**src/rtl/accu_pkg.sv**
```systemverilog
// Shared types and the round-and-saturate mean helper for the 8-sample accumulator path.
package accu_pkg;

  localparam int ACCU_SUM_W = 10;
  localparam int ACCU_SHIFT = 3;
  localparam int ACCU_AVG_W = ACCU_SUM_W - ACCU_SHIFT;

  typedef logic [ACCU_SUM_W-1:0] sum_t;
  typedef logic [ACCU_AVG_W-1:0] avg_t;

  localparam logic [ACCU_SUM_W:0] ACCU_RND     = (ACCU_SUM_W+1)'(1 << (ACCU_SHIFT - 1));
  localparam logic [ACCU_SUM_W:0] ACCU_AVG_MAX = (ACCU_SUM_W+1)'((1 << ACCU_AVG_W) - 1);

  // One extra bit keeps the rounding carry; the top sums round up past the
  // avg range, so they clamp to all-ones instead of wrapping to zero.
  function automatic avg_t avg_round_sat(input sum_t sum);
    logic [ACCU_SUM_W:0] rnd;
    rnd = ({1'b0, sum} + ACCU_RND) >> ACCU_SHIFT;
    if (rnd > ACCU_AVG_MAX) return '1;
    return rnd[ACCU_AVG_W-1:0];
  endfunction

endpackage

```
**src/rtl/accu_fifo_core.sv**
```systemverilog
// Parameterised first-word-fall-through FIFO; level counter separates full from empty.
module accu_fifo_core #(
  parameter int DEPTH = 4,
  parameter int W     = 10,
  localparam int AW   = $clog2(DEPTH),
  localparam int LW   = AW + 1
) (
  input  logic          clk,
  input  logic          rst,
  input  logic          push_req,
  input  logic [W-1:0]  wdata,
  input  logic          pop_req,
  output logic          push_ok,
  output logic [W-1:0]  rdata,
  output logic [LW-1:0] level,
  output logic          empty
);

  logic [W-1:0]  mem [DEPTH];
  logic [AW-1:0] wr_ptr;
  logic [AW-1:0] rd_ptr;
  logic          full;
  logic          pop_ok;

  assign empty   = (level == '0);
  assign full    = (level == LW'(DEPTH));
  assign pop_ok  = pop_req && !empty;
  // A pop in the same cycle frees the slot, so a full FIFO still takes the push.
  assign push_ok = push_req && (!full || pop_ok);
  assign rdata   = mem[rd_ptr];

  // NOTE: storage has no reset; the pointers and level define what is valid,
  // and resetting the array would only cost flops and reset fan-out.
  always_ff @(posedge clk) begin
    if (push_ok) mem[wr_ptr] <= wdata;
  end

  // NOTE: sequential state uses non-blocking assignments so every register
  // samples pre-edge values regardless of statement order.
  always_ff @(posedge clk or posedge rst) begin
    if (rst) begin
      wr_ptr <= '0;
      rd_ptr <= '0;
      level  <= '0;
    end else begin
      if (push_ok) wr_ptr <= wr_ptr + AW'(1);
      if (pop_ok)  rd_ptr <= rd_ptr + AW'(1);
      case ({push_ok, pop_ok})
        2'b10:   level <= level + LW'(1);
        2'b01:   level <= level - LW'(1);
        default: level <= level;
      endcase
    end
  end

endmodule

```
**src/rtl/accu_result_buf.sv**
```systemverilog
// Result buffer behind the accumulator: FWFT FIFO, rounded mean and drop statistics.
module accu_result_buf
  import accu_pkg::*;
#(
  parameter int DEPTH  = 4,
  parameter int SUM_W  = ACCU_SUM_W,
  parameter int SHIFT  = ACCU_SHIFT,
  parameter int DROP_W = 8
) (
  input  logic                     clk,
  input  logic                     rst,
  input  logic                     in_valid,
  input  logic [SUM_W-1:0]         in_sum,
  input  logic                     out_ready,
  input  logic                     clr_stat,
  output logic                     out_valid,
  output logic [SUM_W-1:0]         out_sum,
  output logic [SUM_W-SHIFT-1:0]   out_avg,
  output logic [$clog2(DEPTH):0]   level,
  output logic                     overflow,
  output logic [DROP_W-1:0]        drop_cnt
);

  logic             push_ok;
  logic             empty;
  logic [SUM_W-1:0] head;
  logic             drop;

  accu_fifo_core #(
    .DEPTH (DEPTH),
    .W     (SUM_W)
  ) u_fifo (
    .clk      (clk),
    .rst      (rst),
    .push_req (in_valid),
    .wdata    (in_sum),
    .pop_req  (out_ready),
    .push_ok  (push_ok),
    .rdata    (head),
    .level    (level),
    .empty    (empty)
  );

  assign out_valid = !empty;
  // Gating keeps the never-written storage from showing through when empty.
  assign out_sum   = out_valid ? head : '0;
  assign out_avg   = avg_round_sat(out_sum);
  assign drop      = in_valid && !push_ok;

  // A drop in the same cycle as clr_stat restarts the count at one.
  always_ff @(posedge clk or posedge rst) begin
    if (rst) begin
      overflow <= 1'b0;
      drop_cnt <= '0;
    end else if (drop) begin
      overflow <= 1'b1;
      if (clr_stat)            drop_cnt <= DROP_W'(1);
      else if (drop_cnt != '1) drop_cnt <= drop_cnt + DROP_W'(1);
    end else if (clr_stat) begin
      overflow <= 1'b0;
      drop_cnt <= '0;
    end
  end

endmodule

```
**config.mk**
```make
export PLATFORM = sky130hd
export DESIGN_NAME = accu_result_buf
export DESIGN_NICKNAME = d
export VERILOG_FILES = /design/src/rtl/accu_pkg.sv /design/src/rtl/accu_fifo_core.sv /design/src/rtl/accu_result_buf.sv
export SDC_FILE = /design/constraint.sdc
export NUM_CORES = 1
export LEC_CHECK = 0
export CAP_MARGIN = 20
export CELL_PAD_IN_SITES_DETAIL_PLACEMENT = 1
export CELL_PAD_IN_SITES_GLOBAL_PLACEMENT = 2
export CORE_ASPECT_RATIO = 0.5
export CORE_MARGIN = 8
export CORE_UTILIZATION = 44
export CTS_CLUSTER_SIZE = 25
export DETAILED_ROUTE_END_ITERATION = 16
export DONT_BUFFER_PORTS = 1
export PLACE_DENSITY = 0.8
export SLEW_MARGIN = 40
export SYNTH_ARGS = -nofsm -noshare
export SYNTH_HDL_FRONTEND = slang
export SYNTH_HIERARCHICAL = 1
export SYNTH_SLANG_ARGS = --single-unit
export TNS_END_PERCENT = 5
```
**constraint.sdc**
```tcl
create_clock -name clk -period 3.1 [get_ports clk]
set_input_delay 0.62 -clock clk [delete_from_list [all_inputs] [get_ports clk]]
set_output_delay 0.62 -clock clk [all_outputs]
set_load 0.05 [all_outputs]
```
==> flow_metrics.py, run 1 <==
metrics = {
    "timing": {
        "hold_violations": 0,
        "slew_viol_final": 0,
        "setup_violations": 0,
        "slew_headroom_pct": 44.33,
        "min_period_ns": 2.963,
        "fmax_mhz": 337.5,
        "post-route-period-util_pct": 95.59,
        "rsz0062_at_grt": "false",
        "tightest_slew_ns": 0.8351,
        "worst_clock_skew_ns": 0.004356,
    },
    "grt": {
        "grt_pass1_vias": 1708,
        "antenna_found_initial": 0,
        "grt.total_usage_pct": 12.96,
        "grt_start_max_net_pins": 18,
        "grt_use_met1_pct": 15.59,
        "grt_overflow": 0,
        "grt.busiest_layer": "met2",
        "grt_pass1_wl_mm": 9.170,
        "grt_use_met2_pct": 21.71,
        "grtUsageMet3_pct": 4.663,
    },
    "route": {
        "postRouteAntennaNets": 0,
        "drcViolationCount": 0,
        "routed_wl_mm": 5.712,
        "vias": 1608,
        "dr.pass1.iters": 4,
        "drtIter0Drc": 52,
        "vias_per_cell": 5.642,
        "avgRoutedWirePerCell_um": 20.04,
    },
    "die": {
        "dieArea_sq_um": 9048,
        "die_y_um": 71.38,
        "start_util_pct": 44.94,
        "die_w_um": 126.8,
        "rows": 20,
        "coreArea_sq_um": 6006,
        "ioPinCount": 45,
    },
    "logic_synthesis": {
        "synth_warnings": 6,
        "synth_area_leaders": "edfxtp_1, dfrtp_1, mux4_2",
        "synth_area_sq_um": 2699,
        "syn_nets": 209,
        "syn_inst": 186,
        "synth-seq-area-share_pct": 59.34,
        "synthFlopType": "edfxtp_1",
        "synth_top_area_cell": "edfxtp_1",
        "synth_cell_types": 46,
        "synth.ff_latch_count": 56,
        "yosysTopAreaCellShare_pct": 44.51,
        "synth_edf_count": 40,
        "synthArstFlopShare_pct": 28.57,
        "synth_area_per_cell_sq_um": 14.51,
    },
    "clock_tree": {
        "root_buffer": "clkbuf_16",
        "clk_pin_slew_ns": 0.07,
        "cts_buffers": 5,
        "clk_latency_ns": 0.28,
        "clock-sinks": 56,
        "cts.path.max_buffers": 2,
        "holdBufCountCts": 0,
        "htreeDepth": 2,
        "cts_tree": "done",
    },
    "final_layout": {
        "final_net_count": 230,
        "num-fill-cells": 601,
        "fin_util_pct": 52.15,
        "drive_gt1_share_pct": 27.40,
        "layout_commonest_cell": "edfxtp_1",
        "layout_common_cells": "edfxtp_1, buf_4, dfrtp_1",
        "antenna_cells": 0,
        "syn_to_final_growth_pct": 16.04,
    },
    "worst_setup_path": {
        "crit_start": "u_fifo/rd_ptr[0]",
        "rrSetupSlack_ns": 0.62,
        "critPathCaptureType": "output port",
        "worstPathRequired_ns": 2.48,
        "critPathMaxFanout": 6,
        "critical_path.endpoint": "out_avg[5]",
        "reg2reg_from": "u_fifo/level[0]",
        "rr_worst_depth": 9,
        "crit_path_start_kind": "flip-flop",
        "reg2reg_to": "u_fifo/level[2]",
        "critical_path_class": "reg -> out",
        "arrival_ns": 2.34,
    },
    "place": {
        "globalplace.congestion": 0.7957,
        "post-dp-hpwl_mm": 4.323,
        "io_buffers": 0,
    },
    "min_path": {
        "min_path_type": "in -> async",
    },
    "outcome": {
        "status": "finished, final reports clean",
    },
    "flow_run": {
        "drv_cap": 0,
    },
}
-- cells by family (layout without fill, tap and decap cells) --
| family | after synthesis | in the layout | share of synthesized area, % |
|---|---|---|---|
| XOR/XNOR | 8 | 8 | 2.596 |
| buffers and inverters | 23 | 45 | 4.172 |
| multiplexers | 16 | 16 | 10.94 |
| adder cells (fa/ha/maj) | 8 | 8 | 3.987 |
| AND/OR/NAND/NOR | 52 | 52 | 12.80 |
| AO/OA/AOI/OAI | 23 | 23 | 6.166 |
| flip-flops | 56 | 56 | 59.34 |
-- area by class of cell --
| type | count | area (sq um) | share of cell area, % |
|---|---|---|---|
| flip-flops and latches | 56 | 1603 | 51.18 |
| multi-input cells | 107 | 1012 | 32.32 |
| clock buffers | 6 | 128.9 | 4.115 |
| clock inverters | 2 | 16.27 | 0.5194 |
| repair buffers | 23 | 222.7 | 7.111 |
| inverters | 14 | 52.55 | 1.678 |
| well taps | 77 | 96.34 | 3.076 |
-- routing by layer --
layer / share of wire [%] / vias up
met2: 49 / 43
met1: 44 / 818
met3: 6.8 / 4
met4: 0.67 / 0
met5: 0 / -
li1: - / 743
-- worst min-delay path by stage --
stage               slack, ns  startpoint  cells after the start               end
floorplan                0.42         rst                      1   u_fifo/level[0]
global placement         0.48         rst                      1  u_fifo/wr_ptr[1]
detailed placement       0.48         rst                      1  u_fifo/wr_ptr[1]
CTS                      0.17         rst                      1  u_fifo/wr_ptr[1]
global route             0.18         rst                      1  u_fifo/wr_ptr[1]
finish                   0.17         rst                      1  u_fifo/wr_ptr[1]
-- through the flow --
step	hold WS, ns	instance area (sq um)	std cells	setup slack [ns]	setup TNS (ns)
2_1_floorplan	0.4234	2720	186	-0.1801	-0.6214
3_3_place_gp	0.4754	2977	276	0.2440	0
3_5_place_dp	0.4829	2977	276	0.2021	0
4_1_cts	0.1717	3131	285	0.09849	0
5_1_grt	0.1770	3132	285	0.01461	0
6_report	0.1672	3132	285	0.1368	0
-- what timing repair did --
action	4_1_cts	5_1_grt
buffers inserted	1	0
setup endpoints to repair	4	1
pin swaps	0	0
hold endpoints to repair	0	0
resized for setup	1	1
-- critical path, stage by stage, from the launching register on --
cell and delay (ns):
dfrtp_2 0.41, buf_4 0.19, mux4_2 0.57, and4b_2 0.29, nand3_1 0.16, mux2i_4 0.27
buf_12 0.16
-- sequential cells by signal, indices dropped and copies added (netlist names) --
register / count
u_fifo/mem: 40
drop_cnt: 8
u_fifo/level: 3
u_fifo/rd_ptr: 2
u_fifo/wr_ptr: 2
overflow: 1
-- cell usage after synthesis, types with 2 or more instances --
| master | n |
|---|---|
| and4_1 | 2 |
| nand3b_1 | 2 |
| and2_2 | 4 |
| nand4_1 | 2 |
| nor2_1 | 3 |
| nor2b_1 | 6 |
| and4b_1 | 3 |
| and2b_1 | 4 |
| buf_2 | 3 |
| a41oi_1 | 2 |
| and3_1 | 2 |
| ha_1 | 7 |
| xor2_1 | 3 |
| a311oi_1 | 2 |
| a21oi_1 | 6 |
| mux4_2 | 10 |
| buf_4 | 2 |
| a211oi_1 | 3 |
| edfxtp_1 | 40 |
| buf_6 | 2 |
| mux2i_1 | 4 |
| nor3_1 | 5 |
| nand2_1 | 5 |
| mux2_4 | 2 |
| nand2b_1 | 4 |
| clkbuf_1 | 2 |
| nand3_1 | 5 |
| xnor2_1 | 5 |
| o21ai_0 | 2 |
| dfrtp_1 | 16 |
| inv_1 | 13 |
Power of run 1 is left out: the tool's default activity adds up to more than one toggle a clock period on the data nets, which glitch-free logic cannot reach.
==> run 2, diff against run 1 <==
--- a/config.mk
+++ b/config.mk
@@ -15,6 +15,7 @@
 export DETAILED_ROUTE_END_ITERATION = 16
 export DONT_BUFFER_PORTS = 1
 export PLACE_DENSITY = 0.8
+export SETUP_SLACK_MARGIN = 0.2
 export SLEW_MARGIN = 40
 export SYNTH_ARGS = -nofsm -noshare
 export SYNTH_HDL_FRONTEND = slang
==> run 2 against run 1 <==
  * First-iteration DRC count up 42%
  * Cell count up 0.70%
  * Global-route usage increased by 0.65 points
  * Sequential share of layout area shrank 1.1 points
  * Via count up 0.81%
  * Register-to-register slack barely moved
  * Count of clock-buffer cells in the layout is the same
  * Design area rose by 2.3%
  * Die area stayed put
  * Largest cell class unchanged
  * Highest routed layer unchanged
==> flow_metrics.py, run 2 (synthesis gave the netlist of run 1 again) <==
metrics = {
    "outcome": {
        "status": "finished, final reports clean",
    },
    "final_layout": {
        "layout_common_cells": "edfxtp_1, buf_4, dfrtp_1",
        "layout_commonest_cell": "edfxtp_1",
        "largest-register": "u_fifo/mem",
        "largest_register_ffs": 40,
        "final_net_count": 232,
        "finalNonFillerCells": 287,
        "biggestRegsByFlops": "u_fifo/mem x40, drop_cnt x8, u_fifo/level x3",
        "syn_to_final_growth_pct": 18.68,
        "drive_gt1_share_pct": 31.43,
        "antenna_cells": 0,
    },
    "clock_tree": {
        "cts_buffers": 5,
        "cts_tree": "done",
        "cts.path.max_buffers": 2,
        "clk_latency_ns": 0.29,
        "clock-sinks": 56,
        "clk_pin_slew_ns": 0.07,
        "root_buffer": "clkbuf_16",
        "htreeDepth": 2,
    },
    "route": {
        "drtIter0Drc": 74,
        "routed_wl_mm": 5.827,
        "vias": 1621,
        "dr.pass1.iters": 4,
        "drcViolationCount": 0,
        "postRouteAntennaNets": 0,
        "avgRoutedWirePerCell_um": 20.30,
        "vias_per_cell": 5.648,
    },
    "worst_setup_path": {
        "critPathCaptureType": "output port",
        "critical_path_class": "reg -> out",
        "worstPathRequired_ns": 2.48,
        "arrival_ns": 2.25,
        "critPathMaxFanout": 6,
        "cpMostUsedCell": "buf_12",
        "cp_cell_sequence": "buf_12 > mux4_2 > and4b_2 > nand3_2 > mux2i_4 > buf_12",
        "cpPeakStageDelay_ns": 0.53,
        "crit_path_start_kind": "flip-flop",
        "crit_path_top_delay_cell": "mux4_2",
    },
    "die": {
        "rows": 20,
        "die_y_um": 71.38,
        "dieArea_sq_um": 9048,
        "ioPinCount": 45,
        "die_w_um": 126.8,
        "start_util_pct": 44.94,
        "coreArea_sq_um": 6006,
    },
    "place": {
        "globalplace.congestion": 0.7300,
        "pre_cts_ws_ns": 0.2577,
        "post-dp-hpwl_mm": 4.293,
        "io_buffers": 0,
        "placed_cells": 272,
    },
    "timing": {
        "setup_violations": 0,
        "tightest_slew_ns": 0.8188,
        "worst_clock_skew_ns": 0.004313,
        "slew_viol_final": 0,
        "min_period_ns": 2.866,
        "fmax_mhz": 348.9,
        "finalSetupTns_ns": 0,
        "post-route-period-util_pct": 92.45,
        "slew_headroom_pct": 45.41,
        "fin_ws_ns": 0.2340,
        "hold_violations": 0,
        "rsz0062_at_grt": "true",
    },
    "grt": {
        "antenna_found_initial": 0,
        "grt_pass1_vias": 1728,
        "grt_overflow": 0,
        "grt.total_usage_pct": 13.61,
        "grt_start_max_net_pins": 18,
        "grt_pass1_wl_mm": 9.549,
    },
    "flow_run": {
        "drv_cap": 0,
    },
    "min_path": {
        "min_path_type": "in -> async",
    },
}
## run 2: critical path: cells and delay by family (launching register included)
family        cells  cell delay, ns
buf+inv           2            0.30
simple gates      2            0.41
flops             1            0.45
mux               2            0.78
## run 2: timing repair
| item | 4_1_cts | 5_1_grt |
|---|---|---|
| pin swaps | 5 | 2 |
| setup buffers | 5 | 2 |
| hold endpoints to repair | 0 | 0 |
| hold buffers | 0 | 0 |
| setup endpoints to repair | 7 | 7 |
| resized for setup | 7 | 3 |
## run 2: path summary, 6_finish.rpt
path / depth (start not counted) / slack (ns) / endpoint / startpoint
worst min-delay path: 1 / 0.16 / u_fifo/rd_ptr[1] / rst
max in group asynchronous: 1 / 2.66 / drop_cnt[7] / rst
min in group clk: 1 / 0.38 / drop_cnt[2] / clr_stat
worst max-delay path: 6 / 0.23 / out_avg[5] / u_fifo/rd_ptr[0]
worst max register to register: 10 / 0.62 / u_fifo/level[2] / u_fifo/level[2]
worst min register to register: 1 / 0.59 / u_fifo/wr_ptr[1] / u_fifo/wr_ptr[1]
## run 2: per-layer routing
| layer | vias up | track usage (%) | part of all wire, % |
|---|---|---|---|
| li1 | 747 | - | - |
| met1 | 823 | 15.84 | 43 |
| met2 | 45 | 22.82 | 49 |
| met3 | 6 | 5.403 | 6.9 |
| met4 | 0 | 4.314 | 1.1 |
| met5 | - | 0 | 0 |
## run 2: final cells by class
class / instances / area (sq um)
flip-flops and latches: 56 / 1604
fillers: 591 / 2803
clock buffers: 6 / 128.9
well taps: 77 / 96.34
clock inverters: 2 / 16.27
inverters: 14 / 52.55
multi-input cells: 107 / 1067
repair buffers: 25 / 237.7
## run 2: through the flow
step | hold slack (ns) | utilization [%] | instance area (sq um)
after floorplan | 0.4233 | - | 2758
final | 0.1565 | 53.33 | 3203
after detailed placement | 0.4780 | 49.38 | 2965
after global placement | 0.4728 | 49.38 | 2965
after global routing | 0.1601 | 53.33 | 3203
after CTS | 0.1626 | 52.79 | 3171
Power of run 2 is left out for the same reason.
